==> src/rtl/ysyx_24100029_clint_pkg.sv <==
// Shared constants, state encodings and helpers for the core-local timer (CLINT).
package ysyx_24100029_clint_pkg;

  localparam logic [31:0] CLINT_BASE = 32'h0200_0000;
  localparam logic [15:0] MTIME_LO   = 16'h0000;
  localparam logic [15:0] MTIME_HI   = 16'h0004;

  localparam logic [1:0] RESP_OKAY   = 2'b00;
  localparam logic [1:0] RESP_SLVERR = 2'b10;

  localparam logic [1:0] BURST_FIXED = 2'b00;
  localparam logic [1:0] BURST_INCR  = 2'b01;

  typedef enum logic {
    R_IDLE,
    R_DATA
  } rd_state_e;

  typedef enum logic [1:0] {
    W_IDLE,
    W_DATA,
    W_RESP
  } wr_state_e;

  typedef enum logic [1:0] {
    SEL_LO,
    SEL_HI,
    SEL_NONE
  } word_sel_e;

  // Map a bus address onto one of the two mtime words, or nothing.
  function automatic word_sel_e decode_word(input logic [31:0] addr, input logic [15:0] mask);
    logic [31:0] off;
    off = addr & {16'h0000, mask};
    if (off == {16'h0000, MTIME_LO})      return SEL_LO;
    else if (off == {16'h0000, MTIME_HI}) return SEL_HI;
    else                                  return SEL_NONE;
  endfunction

  // FIXED bursts stay on one address; INCR and WRAP both step by a word.
  function automatic logic [31:0] next_beat_addr(input logic [31:0] addr, input logic [1:0] burst);
    return (burst == BURST_FIXED) ? addr : addr + 32'd4;
  endfunction

  // Replace only the byte lanes enabled in strb.
  function automatic logic [31:0] merge_bytes(input logic [31:0] old_word,
                                              input logic [31:0] data,
                                              input logic [3:0]  strb);
    logic [31:0] res;
    res = old_word;
    for (int i = 0; i < 4; i++) begin
      if (strb[i]) res[8*i +: 8] = data[8*i +: 8];
    end
    return res;
  endfunction

endpackage

==> src/rtl/ysyx_24100029_clint_timer.sv <==
// Prescaler plus free-running 64-bit mtime with a byte-granular word write port.
module ysyx_24100029_clint_timer
  import ysyx_24100029_clint_pkg::*;
#(
  parameter int TICK_DIV = 1
) (
  input  logic        clock,
  input  logic        reset,
  input  logic        wr_en,
  input  logic        wr_hi,
  input  logic [31:0] wr_data,
  input  logic [3:0]  wr_strb,
  output logic [63:0] mtime,
  output logic        tick
);

  localparam int PW = (TICK_DIV > 1) ? $clog2(TICK_DIV) : 1;

  logic [PW-1:0] prescaler;
  logic [63:0]   mtime_inc;
  logic [63:0]   mtime_next;

  assign tick = (prescaler == PW'(TICK_DIV - 1));

  // Prescaler wraps after TICK_DIV cycles; the wrap is the mtime tick.
  always_ff @(posedge clock or posedge reset) begin
    if (reset) prescaler <= '0;
    else if (tick) prescaler <= '0;
    else prescaler <= prescaler + PW'(1);
  end

  // A written word takes the bus value and loses this cycle's tick; the other word keeps its increment/carry.
  always_comb begin
    mtime_inc  = mtime + 64'(tick);
    mtime_next = mtime_inc;
    if (wr_en) begin
      if (wr_hi) mtime_next[63:32] = merge_bytes(mtime[63:32], wr_data, wr_strb);
      else       mtime_next[31:0]  = merge_bytes(mtime[31:0],  wr_data, wr_strb);
    end
  end

  // mtime register.
  always_ff @(posedge clock or posedge reset) begin
    if (reset) mtime <= '0;
    else mtime <= mtime_next;
  end

endmodule

==> src/rtl/ysyx_24100029_clint.sv <==
// AXI4 slave front end of the CLINT: independent read and write channel FSMs around the timer.
module ysyx_24100029_clint
  import ysyx_24100029_clint_pkg::*;
#(
  parameter int          TICK_DIV  = 1,
  parameter logic [15:0] ADDR_MASK = 16'hFFFF
) (
  input  logic        clock,
  input  logic        reset,
  input  logic        awvalid,
  output logic        awready,
  input  logic [31:0] awaddr,
  input  logic [3:0]  awid,
  input  logic [7:0]  awlen,
  input  logic [2:0]  awsize,
  input  logic [1:0]  awburst,
  input  logic        wvalid,
  output logic        wready,
  input  logic [31:0] wdata,
  input  logic [3:0]  wstrb,
  input  logic        wlast,
  output logic        bvalid,
  input  logic        bready,
  output logic [1:0]  bresp,
  output logic [3:0]  bid,
  input  logic        arvalid,
  output logic        arready,
  input  logic [31:0] araddr,
  input  logic [3:0]  arid,
  input  logic [7:0]  arlen,
  input  logic [2:0]  arsize,
  input  logic [1:0]  arburst,
  output logic        rvalid,
  input  logic        rready,
  output logic [31:0] rdata,
  output logic [1:0]  rresp,
  output logic        rlast,
  output logic [3:0]  rid
);

  logic [63:0] mtime;
  logic        tick;
  logic        unused_ok;

  rd_state_e   r_state, r_state_next;
  logic [31:0] r_addr;
  logic [3:0]  r_id;
  logic [7:0]  r_len, r_beat;
  logic [1:0]  r_burst;
  logic [63:0] r_snap;
  word_sel_e   r_sel;
  logic        ar_fire, r_fire;

  wr_state_e   w_state, w_state_next;
  logic [31:0] w_addr;
  logic [3:0]  w_id;
  logic [1:0]  w_burst;
  logic        w_err;
  word_sel_e   w_sel;
  logic        aw_fire, w_fire, b_fire;

  // Sizes are ignored (full-word data) and beat count is set by wlast, not awlen.
  assign unused_ok = ^{awsize, arsize, awlen, tick};

  assign ar_fire = arvalid & arready;
  assign r_fire  = rvalid & rready;
  assign r_sel   = decode_word(r_addr, ADDR_MASK);
  assign rid     = r_id;

  assign aw_fire = awvalid & awready;
  assign w_fire  = wvalid & wready;
  assign b_fire  = bvalid & bready;
  assign w_sel   = decode_word(w_addr, ADDR_MASK);
  assign bid     = w_id;

  ysyx_24100029_clint_timer #(.TICK_DIV(TICK_DIV)) u_timer (
    .clock   (clock),
    .reset   (reset),
    .wr_en   (w_fire && (w_sel != SEL_NONE)),
    .wr_hi   (w_sel == SEL_HI),
    .wr_data (wdata),
    .wr_strb (wstrb),
    .mtime   (mtime),
    .tick    (tick)
  );

  // Read channel state register.
  always_ff @(posedge clock or posedge reset) begin
    if (reset) r_state <= R_IDLE;
    else r_state <= r_state_next;
  end

  // Read channel next state: leave R_DATA only when the last beat is taken.
  always_comb begin
    r_state_next = r_state;
    case (r_state)
      R_IDLE:  if (ar_fire) r_state_next = R_DATA;
      R_DATA:  if (r_fire && rlast) r_state_next = R_IDLE;
      default: r_state_next = R_IDLE;
    endcase
  end

  // Read channel outputs: data comes from the snapshot so multi-beat reads are coherent.
  always_comb begin
    arready = (r_state == R_IDLE);
    rvalid  = (r_state == R_DATA);
    rlast   = rvalid && (r_beat == r_len);
    rdata   = 32'h0;
    rresp   = RESP_OKAY;
    if (rvalid) begin
      case (r_sel)
        SEL_LO:  rdata = r_snap[31:0];
        SEL_HI:  rdata = r_snap[63:32];
        default: rresp = RESP_SLVERR;
      endcase
    end
  end

  // Read datapath: capture request and mtime snapshot on AR, step address per beat.
  always_ff @(posedge clock or posedge reset) begin
    if (reset) begin
      r_addr  <= '0;
      r_id    <= '0;
      r_len   <= '0;
      r_beat  <= '0;
      r_burst <= '0;
      r_snap  <= '0;
    end else if (ar_fire) begin
      r_addr  <= araddr;
      r_id    <= arid;
      r_len   <= arlen;
      r_beat  <= '0;
      r_burst <= arburst;
      r_snap  <= mtime;
    end else if (r_fire && !rlast) begin
      r_addr <= next_beat_addr(r_addr, r_burst);
      r_beat <= r_beat + 8'd1;
    end
  end

  // Write channel state register.
  always_ff @(posedge clock or posedge reset) begin
    if (reset) w_state <= W_IDLE;
    else w_state <= w_state_next;
  end

  // Write channel next state: wlast alone ends the data phase.
  always_comb begin
    w_state_next = w_state;
    case (w_state)
      W_IDLE:  if (aw_fire) w_state_next = W_DATA;
      W_DATA:  if (w_fire && wlast) w_state_next = W_RESP;
      W_RESP:  if (b_fire) w_state_next = W_IDLE;
      default: w_state_next = W_IDLE;
    endcase
  end

  // Write channel outputs.
  always_comb begin
    awready = (w_state == W_IDLE);
    wready  = (w_state == W_DATA);
    bvalid  = (w_state == W_RESP);
    bresp   = (bvalid && w_err) ? RESP_SLVERR : RESP_OKAY;
  end

  // Write datapath: latch AW, step address per beat, accumulate sticky error.
  always_ff @(posedge clock or posedge reset) begin
    if (reset) begin
      w_addr  <= '0;
      w_id    <= '0;
      w_burst <= '0;
      w_err   <= 1'b0;
    end else if (aw_fire) begin
      w_addr  <= awaddr;
      w_id    <= awid;
      w_burst <= awburst;
      w_err   <= 1'b0;
    end else if (w_fire) begin
      w_addr <= next_beat_addr(w_addr, w_burst);
      if (w_sel == SEL_NONE) w_err <= 1'b1;
    end
  end

endmodule
==> config.mk <==
export PLATFORM = sky130hd
export DESIGN_NAME = ysyx_24100029_clint
export DESIGN_NICKNAME = d
export VERILOG_FILES = /design/src/rtl/ysyx_24100029_clint_pkg.sv /design/src/rtl/ysyx_24100029_clint_timer.sv /design/src/rtl/ysyx_24100029_clint.sv
export SDC_FILE = /design/constraint.sdc
export NUM_CORES = 1
export LEC_CHECK = 0
export ABC_AREA = 1
export ABC_CLOCK_PERIOD_IN_PS = 8500
export BUFFER_PORTS_ARGS = -buffer_cell sky130_fd_sc_hd__buf_2
export CORE_UTILIZATION = 35
export CTS_BUF_LIST = sky130_fd_sc_hd__clkbuf_8
export DETAILED_ROUTE_END_ITERATION = 16
export PLACE_DENSITY_LB_ADDON = 0.2
export SLEW_MARGIN = 20
export SYNTH_ARGS = -nofsm -noshare
export SYNTH_HDL_FRONTEND = slang
export SYNTH_SLANG_ARGS = --single-unit
==> constraint.sdc <==
create_clock -name clock -period 8.5 [get_ports clock]
set_clock_uncertainty 0.15 [all_clocks]
set_input_delay 1.275 -clock clock [delete_from_list [all_inputs] [get_ports clock]]
set_output_delay 1.275 -clock clock [all_outputs]
set_load 0.005 [all_outputs]
# Word-level counts from Yosys, hierarchy flattened
# Index checks and enable logic that the tools add are counted.
[totals]
mem_count = 0
latchBits = 0
ram_bits = 0
regBits = 225
word_cells = 111
rom_bits = 0
[classes]
n_eq_ne = 22
n_shift = 0
n_addsub = 5
n_lt_le_gt_ge = 0
n_mux = 35
bitwise = 7
multipliers = 0
div = 0
n_reduce_logical = 21
[ops]
columns = ["op", "count"]
rows = [
  ["two-way mux 32 bit", 9],
  ["adder 32 x 3 -> 32 bit (second input constant)", 2],
  ["adder 64 x 1 -> 64 bit", 1],
  ["zero test 32 bit", 2],
  ["two-way mux 64 bit", 1],
  ["case mux 32 bit (2 select lines)", 1],
  ["two-way mux 8 bit", 6],
  ["equality test 16 x 3 -> 1 bit (second input constant)", 2],
  ["!= test 3 bit (second input constant)", 8],
  ["two-way mux 2 bit", 10],
  ["adder 8 x 1 -> 8 bit (second input constant)", 1],
  ["equality test 8 bit", 1],
  ["zero test 2 bit", 4],
  ["equality test 2 x 1 -> 1 bit (second input constant)", 3],
  ["logical AND 1 bit", 6],
  ["two-way mux 1 bit", 6],
  ["!= test 2 x 1 -> 1 bit (second input constant)", 3],
  ["!= test 2 bit (second input constant)", 3],
  ["case mux 2 bit (3 select lines)", 1],
  ["AND reduction 2 bit", 3],
  ["nonzero test 2 bit", 3],
  ["AND 1 bit", 5],
  ["equality test 2 bit (second input constant)", 2],
  ["AND reduction 3 bit", 1],
  ["5 further kinds", 6],
]

# Depth between registers and ports, before layout
# Gate-level depths: netlist of run 1.
[logic_depth]
depth_word = 7
mapped_depth = 13

# Hierarchy
# Synthesis of run 1 repeated with hierarchy kept, for this count alone.
[unflattened]
cells_unflattened = 1746
area_unflattened_um2 = 11771.3
[by_module_without_submodules]
columns = ["mod", "seq_area_each_um2", "instances", "cells_per_inst", "area_each_um2"]
rows = [
  ["ysyx_24100029_clint", 3203.1, 1, 925, 6675.2],
  ["ysyx_24100029_clint_timer", 1601.5, 1, 821, 5096.1],
]

# Worst setup path after synthesis of run 1
# OpenSTA, ideal clock, no wires.
[synth_path]
kind = "reg2out"
startpoint = "register r_addr[7]"
endpoint = "output rdata[22]"
n_path_buf = 3
setup_slack_ns = 5.704
arrival_time_ns = 1.371
stages_incl_launch_ff = 11
path_cell_list = "dfrtp_1 > buf_2 > nor2_1 > nand3_1 > nor2_1 > nand2_1 > nor2b_1 > buf_2 > buf_4 > nand2_1 > a21oi_1"
[synth_between]
elab_chain_len = 6
elab_cells_between_ends = 8
classes_between = "eq/ne (2); mux (4); reduce/logical (2)"
[synth_lines]
columns = ["item", "line", "text"]
rows = [
  ["start, declared", "ysyx_24100029_clint.sv:46", "logic [31:0] r_addr;"],
  ["start signal, assigned", "ysyx_24100029_clint.sv:129", "r_addr <= araddr;"],
  ["start signal, assigned", "ysyx_24100029_clint.sv:136", "r_addr <= next_beat_addr(r_addr, r_burst);"],
  ["equality test 16 x 3 -> 1 bit", "ysyx_24100029_clint_pkg.sv:36", "else if (off == {16'h0000, MTIME_HI}) return SEL_HI;"],
  ["two-way mux 2 bit", "ysyx_24100029_clint_pkg.sv:36", ""],
  ["two-way mux 2 bit *", "ysyx_24100029_clint_pkg.sv:35", "if (off == {16'h0000, MTIME_LO}) return SEL_LO;"],
  ["equality test 2 x 1 -> 1 bit or zero test 2 bit (tied branches)", "ysyx_24100029_clint.sv:111", "case (r_sel)"],
  ["case mux 32 bit (2 select lines) *", "ysyx_24100029_clint.sv:111", ""],
  ["two-way mux 32 bit *", "ysyx_24100029_clint.sv:110", "if (rvalid) begin"],
  ["end, declared", "ysyx_24100029_clint.sv:35", "output logic [31:0] rdata,"],
]
# Mark *: on every way between the ends. The rest lies on a longest branch, timed or not.

# Final worst setup path of run 1
[layout_path]
startpoint = "register r_addr[9]"
endpoint = "output rdata[18]"
# The elaborated chain is that of the path after synthesis.

==> flow_metrics.env, run 1 <==
export IMPL_drv_slew=0
export IMPL_startpoint_type="flop"
export IMPL_crit_fanout=32
export IMPL_grt_antenna_before_repair=0
export IMPL_worst_slew_pin_slew_ps=973.8
export IMPL_hold_buffers=0
export IMPL_rows=67
export IMPL_max_stage_delay_ps=430
export IMPL_timing_final_crit_share=0.4663
export IMPL_path_class="flop to output pin"
export IMPL_critPathMostFrequentCell="nand3_1"
export IMPL_path_depth=9
export IMPL_final_nets=2054
export IMPL_synthMuxAreaShare=0
export IMPL_cts_max_path_buffers=2
export IMPL_setup_viol=0
export IMPL_core_area_sq_um=33700
export IMPL_antenna_left=0
export IMPL_synth_adder_area_share=0.008319
export IMPL_yosysUniqueCellTypes=48
export IMPL_io_pins=192
export IMPL_hold_path_class="flop to flop"
export IMPL_drv_cap=0
export IMPL_grt_max_degree=122
export IMPL_synthCells=1797
export IMPL_cts_made_buffers=17
export IMPL_dpl_worst_slack_ps=4997
export IMPL_cts_clk_slew_worst_paths_ps=110
export IMPL_antenna_diode_count=0
export IMPL_ys_ff_latch=192
export IMPL_post_cts_buffers=0
export IMPL_status="completed"
export IMPL_htreeDepth=4
export IMPL_leakagePower_nw=6.750
export IMPL_crit_buf_inv=3
export IMPL_place_gp_congestion=1.008
export IMPL_grt_overflow=0
export IMPL_ys_seq_area_frac=0.3993
export IMPL_wl_per_cell_microns=16.94
export IMPL_grt_pass1_vias=11260
export IMPL_synth_simple_area_share=0.4109
export IMPL_hold_depth=2
export IMPL_reg2reg_depth=7
export IMPL_synth_top_family_by_area="simple AND/OR/NAND/NOR gates"
export IMPL_final_common_cell="nand2_1"
export IMPL_hold_viol_final=0
export IMPL_crit_path_top_delay_cell="dfrtp_1"
export IMPL_critPathArrivalTime_ps=2540
export IMPL_cts_root_buf="clkbuf_8"
export IMPL_fillers=3774
export IMPL_dpl_hpwl_microns=30170
export IMPL_cts_tree="yes"
export IMPL_synth_xor_xnor_area_share=0.01893
export IMPL_cts_resized=0
export IMPL_initial_utilization=0.3570
export IMPL_final_cell_mix="nand2_1, dfrtp_1, nor2_1, nand3_1, inv_1"
export IMPL_grt_pass1_wl_microns=63500
export IMPL_peakVddDrop_uv=119.7
export IMPL_clock_sinks=192
export IMPL_fmax_ghz=0.2523
export IMPL_dieArea_sq_um=35120
export IMPL_syn_area_per_cell_sq_um=6.695
export IMPL_syn2layout_area_growth_pct=11.91
export IMPL_routed_via_density=5.004
export IMPL_yosysWarnings=0
export IMPL_worstPathCellList="inv_1 -> nand3_1 -> nor3_1 -> nand3_1 -> nor2_2 -> buf_4 -> nand2_1 -> a21oi_1 -> buf_2"
export IMPL_cp_required_ps=7070
export IMPL_clk_latency_ps=500
export IMPL_cp_top_family="simple AND/OR/NAND/NOR gates"
export IMPL_syn_area_sq_um=12030
export IMPL_drt_pass1_iter_count=7
export IMPL_rsz0062_at_grt="no"
export IMPL_fp_dieW_microns=187.4
export IMPL_drive_gt1_frac=0.1315
export IMPL_finalWirelength_microns=40050
export IMPL_synth_largest_area_cell="dfrtp_1"
export IMPL_die_height_microns=187.4
export IMPL_grt_total_usage=0.2335
export IMPL_num_vias=11840
export IMPL_slew_headroom=0.3508
export IMPL_synth_top_area_frac=0.3993
export IMPL_drt_iter0_markers=975
export IMPL_cp_end_kind="output pin"
export IMPL_port_buffers=143
export IMPL_period_needed_ps=3963
export IMPL_drc_errors=0
export IMPL_final_setup_tns_ps=0
export IMPL_power_density_nw_per_um2=214.3
export IMPL_synthTopCellsByArea="dfrtp_1, nand2_1, nand3_1"
export IMPL_fin_ws_ps=4537
export IMPL_synth_compound_area_share=0.08496
==> worst register-to-register path: cells and delay by family, from the launching register on <==
family                 cells  cell delay [ps]
and+or+nand+nor            5              960
buffers and inverters      2             1370
DFF                        1              450
==> power breakdown <==
part / internal (mW) / leakage, nW / switching, mW / total, mW
registers: 1.12 / 2.39 / 0.175 / 1.30
clock network: 0.274 / 0.204 / 0.377 / 0.651
logic: 0.345 / 4.16 / 0.591 / 0.935
total: 1.74 / 6.75 / 1.14 / 2.88
==> flip-flops by register name, summed over array words and instances, names as in the netlist <==
name and count:
r_len 8, w_err 1, r_addr 16, r_snap 64
r_beat 8, rvalid 1, bid 4, w_burst 2
u_timer.mtime 64, w_state 2, rid 4, r_burst 2
w_addr 16
==> metal layers <==
layer,share of wire,GRT usage,vias up
met4,0.023,0.07067,0
met3,0.054,0.03977,38
li1,-,-,5914
met5,0,0,-
met1,0.47,0.3254,5553
met2,0.45,0.3693,330
==> stage by stage <==
| step | util | area [sq um] | hold slack [ps] | power [mW] | std cells |
|---|---|---|---|---|---|
| finish | 0.3995 | 13460 | 334.3 | 2.885 | 2365 |
| global route | 0.3995 | 13460 | 360.5 | 3.109 | 2365 |
| CTS | 0.3995 | 13460 | 339.3 | 2.916 | 2365 |
| detailed placement | 0.3877 | 13060 | 312.8 | 2.257 | 2333 |
| global placement | 0.3877 | 13060 | 308.3 | 2.234 | 2333 |
| floorplan | - | 12040 | 291.2 | 1.973 | 1798 |
==> Yosys cell counts (all sizes together) <==
cell type,n
a211oi,1
a21oi,53
a31oi,2
and2,2
buf,32
clkbuf,30
clkinv,1
conb,1
dfrtp,192
ha,8
inv,164
nand2,719
nand3,169
nand3b,3
nand4,27
nor2,211
nor2b,1
nor3,14
nor3b,2
o211a,1
o211ai,12
o21a,1
o21ai,113
o221ai,1
o22ai,5
o31ai,1
o32ai,1
or2,4
xnor2,8
xor2,18
==> logic make-up after synthesis <==
family                     after synthesis
and+or+nand+nor                       1152
buffers and inverters                  227
DFF                                    192
AOI/OAI and AO/OA                      191
xor gates and xnor gates                26
adders and majority gates                8
other                                    1
==> final timing paths <==
kind                                  startpoint                      to  slack [ps]
setup / recovery           r_addr[9]$_DFFE_PP0P_               rdata[18]        4540
hold / removal                rid[1]$_DFFE_PP0P_      rid[1]$_DFFE_PP0P_         330
setup reg to reg                rvalid$_DFF_PP0_  r_addr[11]$_DFFE_PP0P_        5510
hold reg to reg               rid[1]$_DFFE_PP0P_      rid[1]$_DFFE_PP0P_         330
max in group asynchronous                  reset  r_snap[53]$_DFFE_PP0P_        5830
min in group asynchronous                  reset  w_addr[12]$_DFFE_PP0P_         810
==> area by class of cell <==
type	instances	area [sq um]	area share
Timing Repair Buffer	149	760.7	0.05650
Clock buffer	18	247.7	0.01840
Sequential cell	192	4805	0.3568
Multi-Input combinational cell	1379	6311	0.4687
Inverter	165	626.9	0.04656
Tap cell	448	560.5	0.04163
Clock inverter	14	152.6	0.01134
No activity file was read; power rests on OpenSTA's default activity.
==> run 2, diff against run 1 <==
Settings changed: ABC_AREA 1 to 0, ABC_CLOCK_PERIOD_IN_PS 8500 to 3300.
Clock period 8.5 ns to 3.3 ns, I/O delays scaled along.
==> flow_metrics.env, run 2 <==
export IMPL_status="completed"
export IMPL_grt_pass1_wl_microns=45820
export IMPL_synth_top_area_frac=0.4726
export IMPL_synth_top_family_by_area="simple AND/OR/NAND/NOR gates"
export IMPL_power_density_nw_per_um2=584.5
export IMPL_reg2reg_depth=7
export IMPL_fmax_ghz=0.3249
export IMPL_finalPower_mw=6.887
export IMPL_antenna_diode_count=0
export IMPL_cts_tree="yes"
export IMPL_place_gp_congestion=0.8787
export IMPL_worstHoldStart="arlen[1]"
export IMPL_timing_final_crit_share=0.9326
export IMPL_yosysMostFrequentCell="nand2_1"
export IMPL_io_pins=192
export IMPL_ys_seq_area_frac=0.4726
export IMPL_grt_overflow=0
export IMPL_die_height_microns=172.4
export IMPL_worst_slew_pin_slew_ps=792.2
export IMPL_syn2layout_area_growth_pct=15.90
export IMPL_clk_latency_ps=490
export IMPL_rsz0062_at_grt="no"
export IMPL_period_needed_ps=3077
export IMPL_top_regs="r_snap (64), u_timer.mtime (64)"
export IMPL_final_setup_tns_ps=0
export IMPL_drv_slew=0
export IMPL_synthCells=1189
export IMPL_antenna_left=0
export IMPL_cts_made_buffers=17
export IMPL_htreeDepth=4
export IMPL_syn_area_per_cell_sq_um=8.550
export IMPL_crit_buf_inv=2
export IMPL_yosysUniqueCellTypes=77
export IMPL_r2r_start="u_timer.mtime[0]$_DFFE_PP0P_"
export IMPL_synth_simple_area_share=0.2848
export IMPL_ys_ff_latch=192
export IMPL_rows=62
export IMPL_synthTopCellsByArea="dfrtp_1, nand2_1, nor2_1"
export IMPL_synth_top_cells_by_count="nand2_1, dfrtp_1, nor2_1, o21ai_0, clkbuf_1"
export IMPL_grt_antenna_before_repair=2
export IMPL_drt_pass1_iter_count=7
export IMPL_async_flop_share=1.000
export IMPL_path_depth=7
export IMPL_clock_sinks=192
export IMPL_syn_area_sq_um=10170
export IMPL_fp_dieW_microns=172.4
export IMPL_cp_required_ps=2650
export IMPL_drc_errors=0
export IMPL_cts_max_path_buffers=2
export IMPL_num_vias=8829
export IMPL_routed_via_density=5.148
export IMPL_dpl_hpwl_microns=21010
export IMPL_cp_end_kind="output pin"
export IMPL_crit_fanout=32
export IMPL_synth_edff_count=0
export IMPL_hold_path_class="primary input to flop"
export IMPL_yosysWarnings=0
export IMPL_drt_iter0_markers=803
export IMPL_hold_depth=3
export IMPL_grt_max_degree=61
export IMPL_fillers=2935
export IMPL_path_class="flop to output pin"
export IMPL_grt_pass1_vias=8409
export IMPL_port_buffers=143
export IMPL_place_inst=1682
export IMPL_crit_path_start="r_addr[13]$_DFFE_PP0P_"
export IMPL_cts_root_buf="clkbuf_8"
export IMPL_leakagePower_nw=5.465
export IMPL_final_cells=1715
export IMPL_grt_total_usage=0.2008
export IMPL_peakVddDrop_uv=317.1
export IMPL_slew_headroom=0.4719
export IMPL_synth_adder_area_share=0.009846
export IMPL_critPathArrivalTime_ps=2430
export IMPL_max_stage_delay_ps=430
export IMPL_finalWirelength_microns=28820
export IMPL_final_nets=1468
export IMPL_drive_gt1_frac=0.1841
export IMPL_synth_compound_area_share=0.1494
export IMPL_final_cell_mix="nand2_1, dfrtp_1, buf_2, nor2_1, o21ai_0"
export IMPL_synth_xor_xnor_area_share=0.03274
export IMPL_initial_utilization=0.3551
export IMPL_synthFlopType="dfrtp_1"
export IMPL_dieArea_sq_um=29730
export IMPL_hold_viol_final=0
export IMPL_startpoint_type="flop"
export IMPL_cts_clk_slew_worst_paths_ps=100
export IMPL_cp_top_family="simple AND/OR/NAND/NOR gates"
export IMPL_final_common_cell="nand2_1"
export IMPL_hold_slack_ps=47.66
export IMPL_core_area_sq_um=28630
export IMPL_crit_path_top_delay_cell="dfrtp_1"
export IMPL_drv_cap=0
export IMPL_setup_viol=0
export IMPL_synthMuxAreaShare=0.01489
export IMPL_synth_largest_area_cell="dfrtp_1"
export IMPL_wl_per_cell_microns=16.80
export IMPL_worstPathCellList="nor4_2 -> nand4_1 -> nor3b_2 -> buf_12 -> a22oi_1 -> nor2_1 -> buf_2"
[run 2: cell count changes after synthesis, moves of 32 or more]
cell / delta
a22oi_1: +32
inv_1: -131
nand2_1: -389
nand3_1: -117
nor2_1: -58
o21ai_0: -36
[run 2: final timing paths]
path,end,slack [ps]
min in group asynchronous,rid[0]$_DFFE_PP0P_,440
min,r_len[1]$_DFFE_PP0P_,50
max,rdata[21],220
max in group asynchronous,u_timer.mtime[22]$_DFFE_PP0P_,1880
max reg2reg,u_timer.mtime[50]$_DFFE_PP0P_,590
min reg2reg,rid[1]$_DFFE_PP0P_,330
[run 2: cell families (layout without fill, tap and decap cells)]
family | count (synthesis) | in the layout
and+or+nand+nor | 615 | 615
AOI/OAI and AO/OA | 235 | 235
DFF | 192 | 192
buffers and inverters | 86 | 227
xor gates and xnor gates | 38 | 38
muxes | 14 | 14
adders and majority gates | 8 | 8
other | 1 | 2
[run 2: timing repair]
action / 4_1_cts / 5_1_grt
hold buffers: 1 / 0
buffers inserted: 0 / 0
pin swaps: 0 / 1
setup endpoints to repair: 1 / 22
gates resized for setup: 1 / 5
hold endpoints to repair: 14 / 0
[run 2: routing by layer]
metal / share of wire / GRT usage / vias up
li1: - / - / 4382
met1: 0.48 / 0.2805 / 4126
met2: 0.44 / 0.3033 / 273
met5: 0.00045 / 0 / -
met4: 0.027 / 0.07811 / 2
met3: 0.057 / 0.04097 / 46
[run 2: final cells by class]
cell class              count  area (sq um)  share of cell area
inverters                  26         101.3            0.008601
multi-input cells         912          5035              0.4273
well taps                 384         480.5             0.04078
flip-flops and latches    192          4805              0.4078
repair buffers            169          1005             0.08527
clock inverters            12         81.33            0.006902
clock buffers              20         275.3             0.02336
[run 2: stage by stage]
stage	cell area, sq um	setup WS [ps]	utilization
2_1_floorplan	10170	178.6	-
6_report	11780	222.6	0.4116
4_1_cts	11760	33.78	0.4110
3_5_place_dp	11390	550.0	0.3980
5_1_grt	11780	13.49	0.4116
3_3_place_gp	11390	573.5	0.3980
[run 2: worst min-delay path, stage by stage]
cell     delay, ps
buf_2           70
nand2_1         40
nand2_1         50
[run 2: power breakdown]
part | internal (mW) | switching, mW | leakage, nW | total (mW)
registers | 3.02 | 0.609 | 2.30 | 3.63
clock network | 0.585 | 0.880 | 0.190 | 1.47
logic | 0.786 | 1.00 | 2.97 | 1.79
